<file path="src/rtl/pipe_ctrl_pkg.sv">
// Shared types and constants for the pipeline stall/flush sequencer.
package pipe_ctrl_pkg;

  // Sequencer state, 2-bit encoded.
  typedef enum logic [1:0] {
    RUN      = 2'd0,
    MEM_WAIT = 2'd1,
    TIMEOUT  = 2'd2
  } state_e;

  // NOP loaded by flush/bubble consumers (addi x0, x0, 0).
  localparam logic [31:0] NopInstr = 32'h0000_0013;

  // Wait counter width; one extra bit so MAX_WAIT itself is representable.
  function automatic int unsigned wait_cnt_width(input int unsigned max_wait);
    return $clog2(max_wait) + 1;
  endfunction

endpackage

</file>
<file path="src/rtl/pipeline_stall_ctrl_if.sv">
// Control bundle between the stall sequencer and the pipeline stages.
interface pipeline_stall_ctrl_if #(
  parameter int unsigned CNT_W = 16
);

  // Stage status inputs to the sequencer.
  logic             hazard_detect;
  logic             branch_taken;
  logic             mem_req;
  logic             sram_ready;

  // Stage control outputs from the sequencer.
  logic             freeze_pc;
  logic             freeze_if_id;
  logic             freeze_back;
  logic             flush_if_id;
  logic             bubble_id_exe;
  logic             mem_timeout;
  logic [CNT_W-1:0] stall_cycles;

  // Pipeline side: drives status, consumes controls.
  modport master (
    output hazard_detect,
    output branch_taken,
    output mem_req,
    output sram_ready,
    input  freeze_pc,
    input  freeze_if_id,
    input  freeze_back,
    input  flush_if_id,
    input  bubble_id_exe,
    input  mem_timeout,
    input  stall_cycles
  );

  // Sequencer side.
  modport slave (
    input  hazard_detect,
    input  branch_taken,
    input  mem_req,
    input  sram_ready,
    output freeze_pc,
    output freeze_if_id,
    output freeze_back,
    output flush_if_id,
    output bubble_id_exe,
    output mem_timeout,
    output stall_cycles
  );

endinterface

</file>
<file path="src/rtl/sat_counter.sv">
// Saturating up-counter, reusable for performance counters.
module sat_counter #(
  parameter int unsigned W = 16
) (
  input  logic         clk,
  input  logic         rst,
  input  logic         inc,
  output logic [W-1:0] count
);

  logic [W-1:0] count_q, count_d;

  // Increment when requested, holding at all-ones.
  always_comb begin
    count_d = count_q;
    if (inc && (count_q != {W{1'b1}})) begin
      count_d = count_q + W'(1);
    end
  end

  // Count register.
  always_ff @(posedge clk or negedge rst) begin
    if (!rst) begin
      count_q <= '0;
    end else begin
      count_q <= count_d;
    end
  end

  assign count = count_q;

endmodule

</file>
<file path="src/rtl/pipeline_stall_ctrl.sv">
// Central stall/flush sequencer for the 5-stage pipeline: merges ID hazard,
// EXE branch-taken and MEM SRAM wait into per-stage freeze/flush/bubble controls.
module pipeline_stall_ctrl
  import pipe_ctrl_pkg::*;
#(
  parameter int unsigned MAX_WAIT = 16,
  parameter int unsigned CNT_W    = 16
) (
  input  logic                 clk,
  input  logic                 rst,
  pipeline_stall_ctrl_if.slave bus
);

  localparam int unsigned     WaitW    = wait_cnt_width(MAX_WAIT);
  localparam logic [WaitW-1:0] WaitLast = WaitW'(MAX_WAIT - 1);

  state_e           state_q, state_d;
  logic [WaitW-1:0] wait_cnt_q, wait_cnt_d;
  logic             mem_timeout_q, mem_timeout_d;

  logic             frz_front;
  logic             frz_back;
  logic             flush;
  logic             bubble;

  // Next-state and Mealy control decode; first matching rule wins in RUN.
  always_comb begin
    state_d       = state_q;
    wait_cnt_d    = wait_cnt_q;
    mem_timeout_d = mem_timeout_q;
    frz_front     = 1'b0;
    frz_back      = 1'b0;
    flush         = 1'b0;
    bubble        = 1'b0;
    unique case (state_q)
      RUN: begin
        if (bus.mem_req && !bus.sram_ready) begin
          frz_front  = 1'b1;
          frz_back   = 1'b1;
          state_d    = MEM_WAIT;
          wait_cnt_d = WaitW'(1);
        end else if (bus.branch_taken) begin
          // The hazarding instruction is squashed, so the branch wins.
          flush  = 1'b1;
          bubble = 1'b1;
        end else if (bus.hazard_detect) begin
          frz_front = 1'b1;
          bubble    = 1'b1;
        end
      end
      MEM_WAIT: begin
        // Branch/hazard inputs are held stable by the freeze; ignore them here.
        if (bus.sram_ready) begin
          state_d    = RUN;
          wait_cnt_d = '0;
        end else begin
          frz_front = 1'b1;
          frz_back  = 1'b1;
          if (wait_cnt_q == WaitLast) begin
            state_d       = TIMEOUT;
            mem_timeout_d = 1'b1;
          end else begin
            wait_cnt_d = wait_cnt_q + WaitW'(1);
          end
        end
      end
      TIMEOUT: begin
        // Dead-end until reset.
        frz_front     = 1'b1;
        frz_back      = 1'b1;
        mem_timeout_d = 1'b1;
      end
      default: begin
        state_d    = RUN;
        wait_cnt_d = '0;
      end
    endcase
  end

  // State, wait counter and sticky timeout registers.
  always_ff @(posedge clk or negedge rst) begin
    if (!rst) begin
      state_q       <= RUN;
      wait_cnt_q    <= '0;
      mem_timeout_q <= 1'b0;
    end else begin
      state_q       <= state_d;
      wait_cnt_q    <= wait_cnt_d;
      mem_timeout_q <= mem_timeout_d;
    end
  end

  // Controls are gated by reset so nothing leaks out while rst is low.
  always_comb begin
    bus.freeze_pc     = rst & frz_front;
    bus.freeze_if_id  = rst & frz_front;
    bus.freeze_back   = rst & frz_back;
    bus.flush_if_id   = rst & flush;
    bus.bubble_id_exe = rst & bubble;
    bus.mem_timeout   = mem_timeout_q;
  end

  sat_counter #(
    .W (CNT_W)
  ) u_stall_cnt (
    .clk   (clk),
    .rst   (rst),
    .inc   (bus.freeze_pc),
    .count (bus.stall_cycles)
  );

endmodule
</file>
<file path="src/flat_wrapper.sv">
// flat-port wrapper written by rule: the top's interface ports become plain ports
module pipeline_stall_ctrl_flat import pipe_ctrl_pkg::*;
#(
  parameter int unsigned MAX_WAIT = 16,
  parameter int unsigned CNT_W    = 16
)
  (clk, rst, bus_hazard_detect, bus_branch_taken, bus_mem_req, bus_sram_ready, bus_freeze_pc, bus_freeze_if_id, bus_freeze_back, bus_flush_if_id, bus_bubble_id_exe, bus_mem_timeout, bus_stall_cycles);
  pipeline_stall_ctrl_if #(.CNT_W(CNT_W)) bus_i ();
  input  logic clk;
  input  logic rst;
  input wire logic [$bits(bus_i.hazard_detect)-1:0] bus_hazard_detect;
  input wire logic [$bits(bus_i.branch_taken)-1:0] bus_branch_taken;
  input wire logic [$bits(bus_i.mem_req)-1:0] bus_mem_req;
  input wire logic [$bits(bus_i.sram_ready)-1:0] bus_sram_ready;
  output wire logic [$bits(bus_i.freeze_pc)-1:0] bus_freeze_pc;
  output wire logic [$bits(bus_i.freeze_if_id)-1:0] bus_freeze_if_id;
  output wire logic [$bits(bus_i.freeze_back)-1:0] bus_freeze_back;
  output wire logic [$bits(bus_i.flush_if_id)-1:0] bus_flush_if_id;
  output wire logic [$bits(bus_i.bubble_id_exe)-1:0] bus_bubble_id_exe;
  output wire logic [$bits(bus_i.mem_timeout)-1:0] bus_mem_timeout;
  output wire logic [$bits(bus_i.stall_cycles)-1:0] bus_stall_cycles;
  assign bus_i.hazard_detect = bus_hazard_detect;
  assign bus_i.branch_taken = bus_branch_taken;
  assign bus_i.mem_req = bus_mem_req;
  assign bus_i.sram_ready = bus_sram_ready;
  assign bus_freeze_pc = bus_i.freeze_pc;
  assign bus_freeze_if_id = bus_i.freeze_if_id;
  assign bus_freeze_back = bus_i.freeze_back;
  assign bus_flush_if_id = bus_i.flush_if_id;
  assign bus_bubble_id_exe = bus_i.bubble_id_exe;
  assign bus_mem_timeout = bus_i.mem_timeout;
  assign bus_stall_cycles = bus_i.stall_cycles;
  pipeline_stall_ctrl #(.MAX_WAIT(MAX_WAIT), .CNT_W(CNT_W)) u_core (.clk(clk), .rst(rst), .bus(bus_i));
endmodule
</file>
<file path="config.mk">
export PLATFORM = sky130hd
export DESIGN_NAME = pipeline_stall_ctrl_flat
export DESIGN_NICKNAME = d
export VERILOG_FILES = /design/src/rtl/pipe_ctrl_pkg.sv /design/src/rtl/pipeline_stall_ctrl_if.sv /design/src/rtl/sat_counter.sv /design/src/rtl/pipeline_stall_ctrl.sv /design/src/flat_wrapper.sv
export SDC_FILE = /design/constraint.sdc
export NUM_CORES = 1
export LEC_CHECK = 0
export BUFFER_PORTS_ARGS = -buffer_cell sky130_fd_sc_hd__buf_4
export CORE_MARGIN = 8
export CORE_UTILIZATION = 41
export DETAILED_ROUTE_END_ITERATION = 12
export GPL_TIMING_DRIVEN = 0
export SKIP_CTS_REPAIR_TIMING = 1
export SLEW_MARGIN = 20
export SYNTH_ARGS = -nofsm -noshare
export SYNTH_HDL_FRONTEND = slang
export SYNTH_HIERARCHICAL = 1
export SYNTH_SLANG_ARGS = --single-unit
</file>
<file path="constraint.sdc">
create_clock -name clk -period 6.1 [get_ports clk]
set_clock_uncertainty 0.15 [all_clocks]
set_input_delay 0 -clock clk [delete_from_list [all_inputs] [get_ports clk]]
set_output_delay 0 -clock clk [all_outputs]
set_load 0.02 [all_outputs]
</file>
==> results of run 1 <==
-- placed cells by master, fill, tap and decap left out, drive strengths merged, types with 2 or more instances in the layout --
master       count
a21boi           2
a21oi            7
a31oi            3
and3             3
and4             4
buf             30
clkbuf           3
dfrtp           24
dlygate4sd3      4
ha               3
nand2           10
nand2b           2
nand3            6
nand4           10
nor2             6
nor2b            2
nor4             2
o21a             5
o21ai            2
o22ai            4
o31ai            2
xnor2            6
xor2             3
-- final timing paths --
| kind | startpoint | to | slack [ns] | cells past startpoint |
|---|---|---|---|---|
| min | rst | u_core/u_stall_cnt/count[0] | -0.03 | 2 |
| max | u_core/state_q[1] | u_core/u_stall_cnt/count[14] | 3.29 | 7 |
| max reg2reg | u_core/state_q[1] | u_core/u_stall_cnt/count[14] | 3.29 | 7 |
| min in group clk | bus_branch_taken | bus_flush_if_id | 0.23 | 3 |
| max in group asynchronous | rst | u_core/u_stall_cnt/count[13] | 5.57 | 2 |
| min reg2reg | u_core/bus.mem_timeout | u_core/bus.mem_timeout | 0.33 | 1 |
-- sequential cells by signal, summed over array words and instances (netlist names) --
name	flops
u_core/bus.mem_timeout	1
u_core/state_q	2
u_core/wait_cnt_q	5
u_core/u_stall_cnt/count	16
-- per-stage QoR --
stage               hold slack (ns)  worst slack (ns)
floorplan                    -0.446              3.33
global placement             -0.216              3.33
detailed placement           -0.220              3.27
CTS                          -0.564              3.25
global route                 0.0205              2.96
finish                      -0.0309              3.29
-- report_power, final --
part | internal, W | switching [W]
Sequential | 0.000179 | 0.0000342
Combinational | 0.0000538 | 0.0000653
Clock | 0.0000230 | 0.0000433
-- per-layer routing --
layer  up-vias  part of all wire, %  global-route usage [%]
li1        538                    -                       -
met2        17                   50                    18.9
met5         -                    0                       0
met1       534                   45                    13.7
met4         0                 0.67                    3.33
met3         2                  4.8                    2.86
-- logic make-up after synthesis --
logic type                 after synthesis  synth area share, %
buffers and inverters                    4                 2.04
DFF                                     24                 44.6
adders and majority gates                3                 2.79
AOI/OAI and AO/OA                       30                 15.9
and+or+nand+nor                         51                 27.3
muxes                                    2                 1.58
xor gates and xnor gates                 9                 5.85
-- cells in the mapped netlist (all sizes together) --
cell type and number:
dfrtp 24, nand2 10, nand4 10, a21oi 7, nand3 6, nor2 6
xnor2 6, o21a 5, and4 4, o22ai 4, a31oi 3, and3 3
buf 3, ha 3, xor2 3, a21boi 2, nand2b 2, nor2b 2
nor4 2, o21ai 2, o31ai 2, a32oi 1, and4b 1, inv 1
mux2 1, mux2i 1, nand4b 1, nor3 1, nor3b 1, o2111a 1
o211ai 1, o21bai 1, o32ai 1, or2 1, or3b 1
-- final cells by class --
class	count	area [sq um]
Fill cell	327	1590
Multi-Input combinational cell	95	719
Buffer	3	23.8
Inverter	1	3.75
Tap cell	46	57.6
Sequential cell	24	601
Timing Repair Buffer	31	243
Clock buffer	3	22.5
-- worst max-delay path, stage by stage, from the launching register on --
cell      delay [ns]
dfrtp_1         0.47
nor2_1          0.20
o21ai_0         0.17
a21boi_0        0.80
nand2_1         0.34
nor4_4          0.26
nand4_1         0.16
xnor2_1         0.15
==> flow_metrics.env, run 1 <==
export IMPL_numCtsBuffers=3
export IMPL_finalWirelength_um=2960
export IMPL_drt_initial_drc_count=36
export IMPL_worst_pin_slew_ns=0.994
export IMPL_timing_fmax_mhz=355
export IMPL_grt_ovfl_total=0
export IMPL_final_cell_area_sq_um=1670
export IMPL_start_kind="flip-flop"
export IMPL_syn_nets=132
export IMPL_final_nets=168
export IMPL_antenna_found_initial=0
export IMPL_arrival_ns=2.85
export IMPL_worst_skew_pair_late_latency_ns=0.31
export IMPL_grt_setup_unrepaired="no"
export IMPL_finalNonFillerCells=203
export IMPL_tns_ns=0
export IMPL_grt_pass1_wl_um=4850
export IMPL_synth_top_area_share_pct=44.6
export IMPL_netlist_area_sq_um=1350
export IMPL_setup_viol=0
export IMPL_antennaDiodeCount=0
export IMPL_track_usage_pct=11.2
export IMPL_syn_area_per_cell_sq_um=11.0
export IMPL_clock_sinks=24
export IMPL_die_h_um=73.3
export IMPL_viasPerCell=5.37
export IMPL_violations="hold timing"
export IMPL_finalCritPeriodShare_pct=46.1
export IMPL_finalPower_w=0.000399
export IMPL_path_max_fanout=7
export IMPL_crit_type="flip-flop to flip-flop"
export IMPL_antenna_left=0
export IMPL_dp_cells=196
export IMPL_routed_via_count=1091
export IMPL_relSlewSlack_pct=33.1
export IMPL_drc=0
export IMPL_vdd_drop_max_uv=99.0
export IMPL_root_buffer="clkbuf_4"
export IMPL_drv_slew=0
export IMPL_firstDrtPassIters=4
export IMPL_synthDistinctLibCells=44
export IMPL_num_io_pins=28
export IMPL_seq_area_frac_synth_pct=44.6
export IMPL_globalplace_congestion=0.744
export IMPL_leakage_nw=0.740
export IMPL_maxCapViolCount=0
export IMPL_clk_path_buf_depth=2
export IMPL_syn2layout_area_growth_pct=24.0
export IMPL_synthCells=123
export IMPL_tritoncts="done"
export IMPL_synth_area_leaders="dfrtp_1, xnor2_1, nand4_1"
export IMPL_grt_pass1_vias=1044
export IMPL_status="finished, violations left"
export IMPL_hp_class="primary input to async pin"
export IMPL_die_w_um=73.3
export IMPL_io_buffers=27
export IMPL_dpl_hpwl_um=2230
export IMPL_p_per_area_nw_per_um2=239
export IMPL_clk_pin_slew_worst_paths_ns=0.13
export IMPL_initial_core_util_pct=41.4
export IMPL_final_util_pct=51.3
export IMPL_ys_ff_latch=24
export IMPL_dieArea_sq_um=5380
export IMPL_fin_hold_ws_ns=-0.0309
export IMPL_drive_gt1_share_pct=28.0
export IMPL_grt_max_degree=29
export IMPL_period_needed_ns=2.81
export IMPL_fp_coreArea_sq_um=3260
export IMPL_h_tree_depth=1
export IMPL_hold_viol_final=24
export IMPL_rows=21
export IMPL_yosysWarnings=6
export IMPL_cp_end_kind="flip-flop"
export IMPL_dpl_cell_area_sq_um=1610
export IMPL_wire_per_inst_um=14.6
export IMPL_worst_ep_required_time_ns=6.14
export IMPL_synth_top_cell_by_area="dfrtp_1"
Power figures use the tool's default switching activity.
==> run 2, diff against run 1 <==
==> constraint.sdc (replaced) <==
create_clock -name clk -period 2.6 [get_ports clk]
set_clock_uncertainty 0.15 [all_clocks]
set_input_delay 0 -clock clk [delete_from_list [all_inputs] [get_ports clk]]
set_output_delay 0 -clock clk [all_outputs]
set_load 0.02 [all_outputs]
==> run 2 against run 1 <==
Compared with the run above:
- the flow still finishes with violations (hold timing)
- highest routed layer unchanged
- clock power rose to 4.1 times the previous value
- first-iteration DRC count down 19%
- worst hold slack worse by 0.0021 ns
- core utilization up 1.2 points
- critical endpoint is now u_core/wait_cnt_q[0]
- largest power group unchanged
==> flow_metrics.env, run 2 (synthesis gave the netlist of run 1 again) <==
export IMPL_vdd_drop_max_uv=238
export IMPL_path_max_fanout=9
export IMPL_die_h_um=73.3
export IMPL_grt_pass1_wl_um=4770
export IMPL_num_io_pins=28
export IMPL_relSlewSlack_pct=74.2
export IMPL_status="finished, violations left"
export IMPL_fin_ws_ns=0.201
export IMPL_viasPerCell=5.32
export IMPL_hold_viol_final=25
export IMPL_drc=0
export IMPL_dpl_cell_area_sq_um=1610
export IMPL_drv_slew=0
export IMPL_grt_setup_unrepaired="no"
export IMPL_dpl_hpwl_um=2140
export IMPL_drive_gt1_share_pct=30.2
export IMPL_globalplace_congestion=0.776
export IMPL_wire_per_inst_um=14.2
export IMPL_h_tree_depth=1
export IMPL_drt_initial_drc_count=29
export IMPL_crit_top_cell="ha_1"
export IMPL_die_w_um=73.3
export IMPL_antenna_left=0
export IMPL_firstDrtPassIters=4
export IMPL_fin_hold_ws_ns=-0.0330
export IMPL_grt_pass1_vias=1037
export IMPL_cp_end_kind="flip-flop"
export IMPL_pre_cts_ws_ns=0.127
export IMPL_antennaDiodeCount=0
export IMPL_final_cell_area_sq_um=1710
export IMPL_grt_max_degree=29
export IMPL_final_nets=169
export IMPL_largest_reg_flops=16
export IMPL_mostFrequentLayoutCell="buf_4"
export IMPL_numCtsBuffers=3
export IMPL_critPathBufInv=2
export IMPL_routed_via_count=1090
export IMPL_clock_sinks=24
export IMPL_critPathMaxStageDelay_ns=0.59
export IMPL_setup_viol=0
export IMPL_period_needed_ns=2.40
export IMPL_start_kind="flip-flop"
export IMPL_arrival_ns=2.50
export IMPL_critPathTopFamily="buffers and inverters"
export IMPL_antenna_found_initial=0
export IMPL_p_per_area_nw_per_um2=617
export IMPL_syn2layout_area_growth_pct=26.8
export IMPL_cp_slowest_cell="dlygate4sd3_1"
export IMPL_mostFrequentLayoutCells="buf_4, dfrtp_1, nand2_1"
export IMPL_crit_type="flip-flop to flip-flop"
export IMPL_clk_pin_slew_worst_paths_ns=0.14
export IMPL_rows=21
export IMPL_maxCapViolCount=0
export IMPL_worst_skew_pair_late_latency_ns=0.31
export IMPL_hp_class="primary input to async pin"
export IMPL_track_usage_pct=10.9
export IMPL_initial_core_util_pct=41.4
export IMPL_fp_coreArea_sq_um=3260
export IMPL_io_buffers=27
export IMPL_dieArea_sq_um=5380
export IMPL_finalWirelength_um=2900
export IMPL_tns_ns=0
export IMPL_crit_chain="ha_1 -> and3_1 -> ha_1 -> buf_6 -> nor3b_1 -> a21oi_1 -> o32ai_1 -> dlygate4sd3_1"
export IMPL_worst_pin_slew_ns=0.382
export IMPL_finalCritPeriodShare_pct=92.3
export IMPL_violations="hold timing"
export IMPL_tritoncts="done"
export IMPL_timing_fmax_mhz=417
export IMPL_grt_ovfl_total=0
export IMPL_root_buffer="clkbuf_4"
export IMPL_clk_path_buf_depth=2
export IMPL_leakage_nw=0.761
export IMPL_worst_ep_required_time_ns=2.70
run 2: cell types whose count changed in the layout (fill, tap and decap cells not counted):
cell,before,now
bufinv_16,0,1
a21boi_2,0,1
buf_4,28,30
dlygate4sd3_1,4,3
a21boi_0,2,1
run 2: where the power goes:
part | total [W] | internal (W) | switching (W)
sequential | 0.000501 | 0.000421 | 0.0000803
combinational | 0.000283 | 0.000128 | 0.000154
clock | 0.000271 | 0.000156 | 0.000115
run 2: layer usage:
layer	vias to the layer above	track usage (%)	wire [um]
met5	-	0	0
met4	0	2.66	14
met3	2	2.46	158
met2	25	18.0	1360
met1	521	13.9	1370
li1	542	-	-
run 2: per-stage QoR:
step | utilization [%] | hold slack (ns) | std cells | total power, W
6_report | 52.5 | -0.0330 | 205 | 0.00105
5_1_grt | 52.5 | 0.00540 | 205 | 0.00111
3_5_place_dp | 49.3 | -0.216 | 196 | 0.000783
2_1_floorplan | - | -0.446 | 123 | 0.000652
3_3_place_gp | 49.3 | -0.217 | 196 | 0.000775
4_1_cts | 51.0 | -0.576 | 200 | 0.00105
run 2: worst reg2reg max path: stages (launching register included):
cell	delay, ns
dfrtp_1	0.45
ha_1	0.22
and3_1	0.15
ha_1	0.18
buf_6	0.14
nor3b_1	0.19
a21oi_1	0.07
o32ai_1	0.22
dlygate4sd3_1	0.59
run 2: final cells by class:
cell class / instances / area [sq um]
clock inverters: 1 / 30.0
well taps: 46 / 57.6
fillers: 332 / 1550
plain buffers: 3 / 23.8
inverters: 1 / 3.75
repair buffers: 32 / 248
clock buffers: 3 / 22.5
flip-flops and latches: 24 / 601
multi-input cells: 95 / 723
run 2: final timing paths:
path | start | endpoint | slack [ns] | cells past startpoint
max reg2reg | u_core/wait_cnt_q[0] | u_core/wait_cnt_q[0] | 0.20 | 8
max | u_core/wait_cnt_q[0] | u_core/wait_cnt_q[0] | 0.20 | 8
min | rst | u_core/u_stall_cnt/count[11] | -0.03 | 2
max in group asynchronous | rst | u_core/u_stall_cnt/count[10] | 2.07 | 2
min in group clk | bus_mem_req | u_core/state_q[0] | -0.03 | 3
min reg2reg | u_core/bus.mem_timeout | u_core/bus.mem_timeout | 0.34 | 1
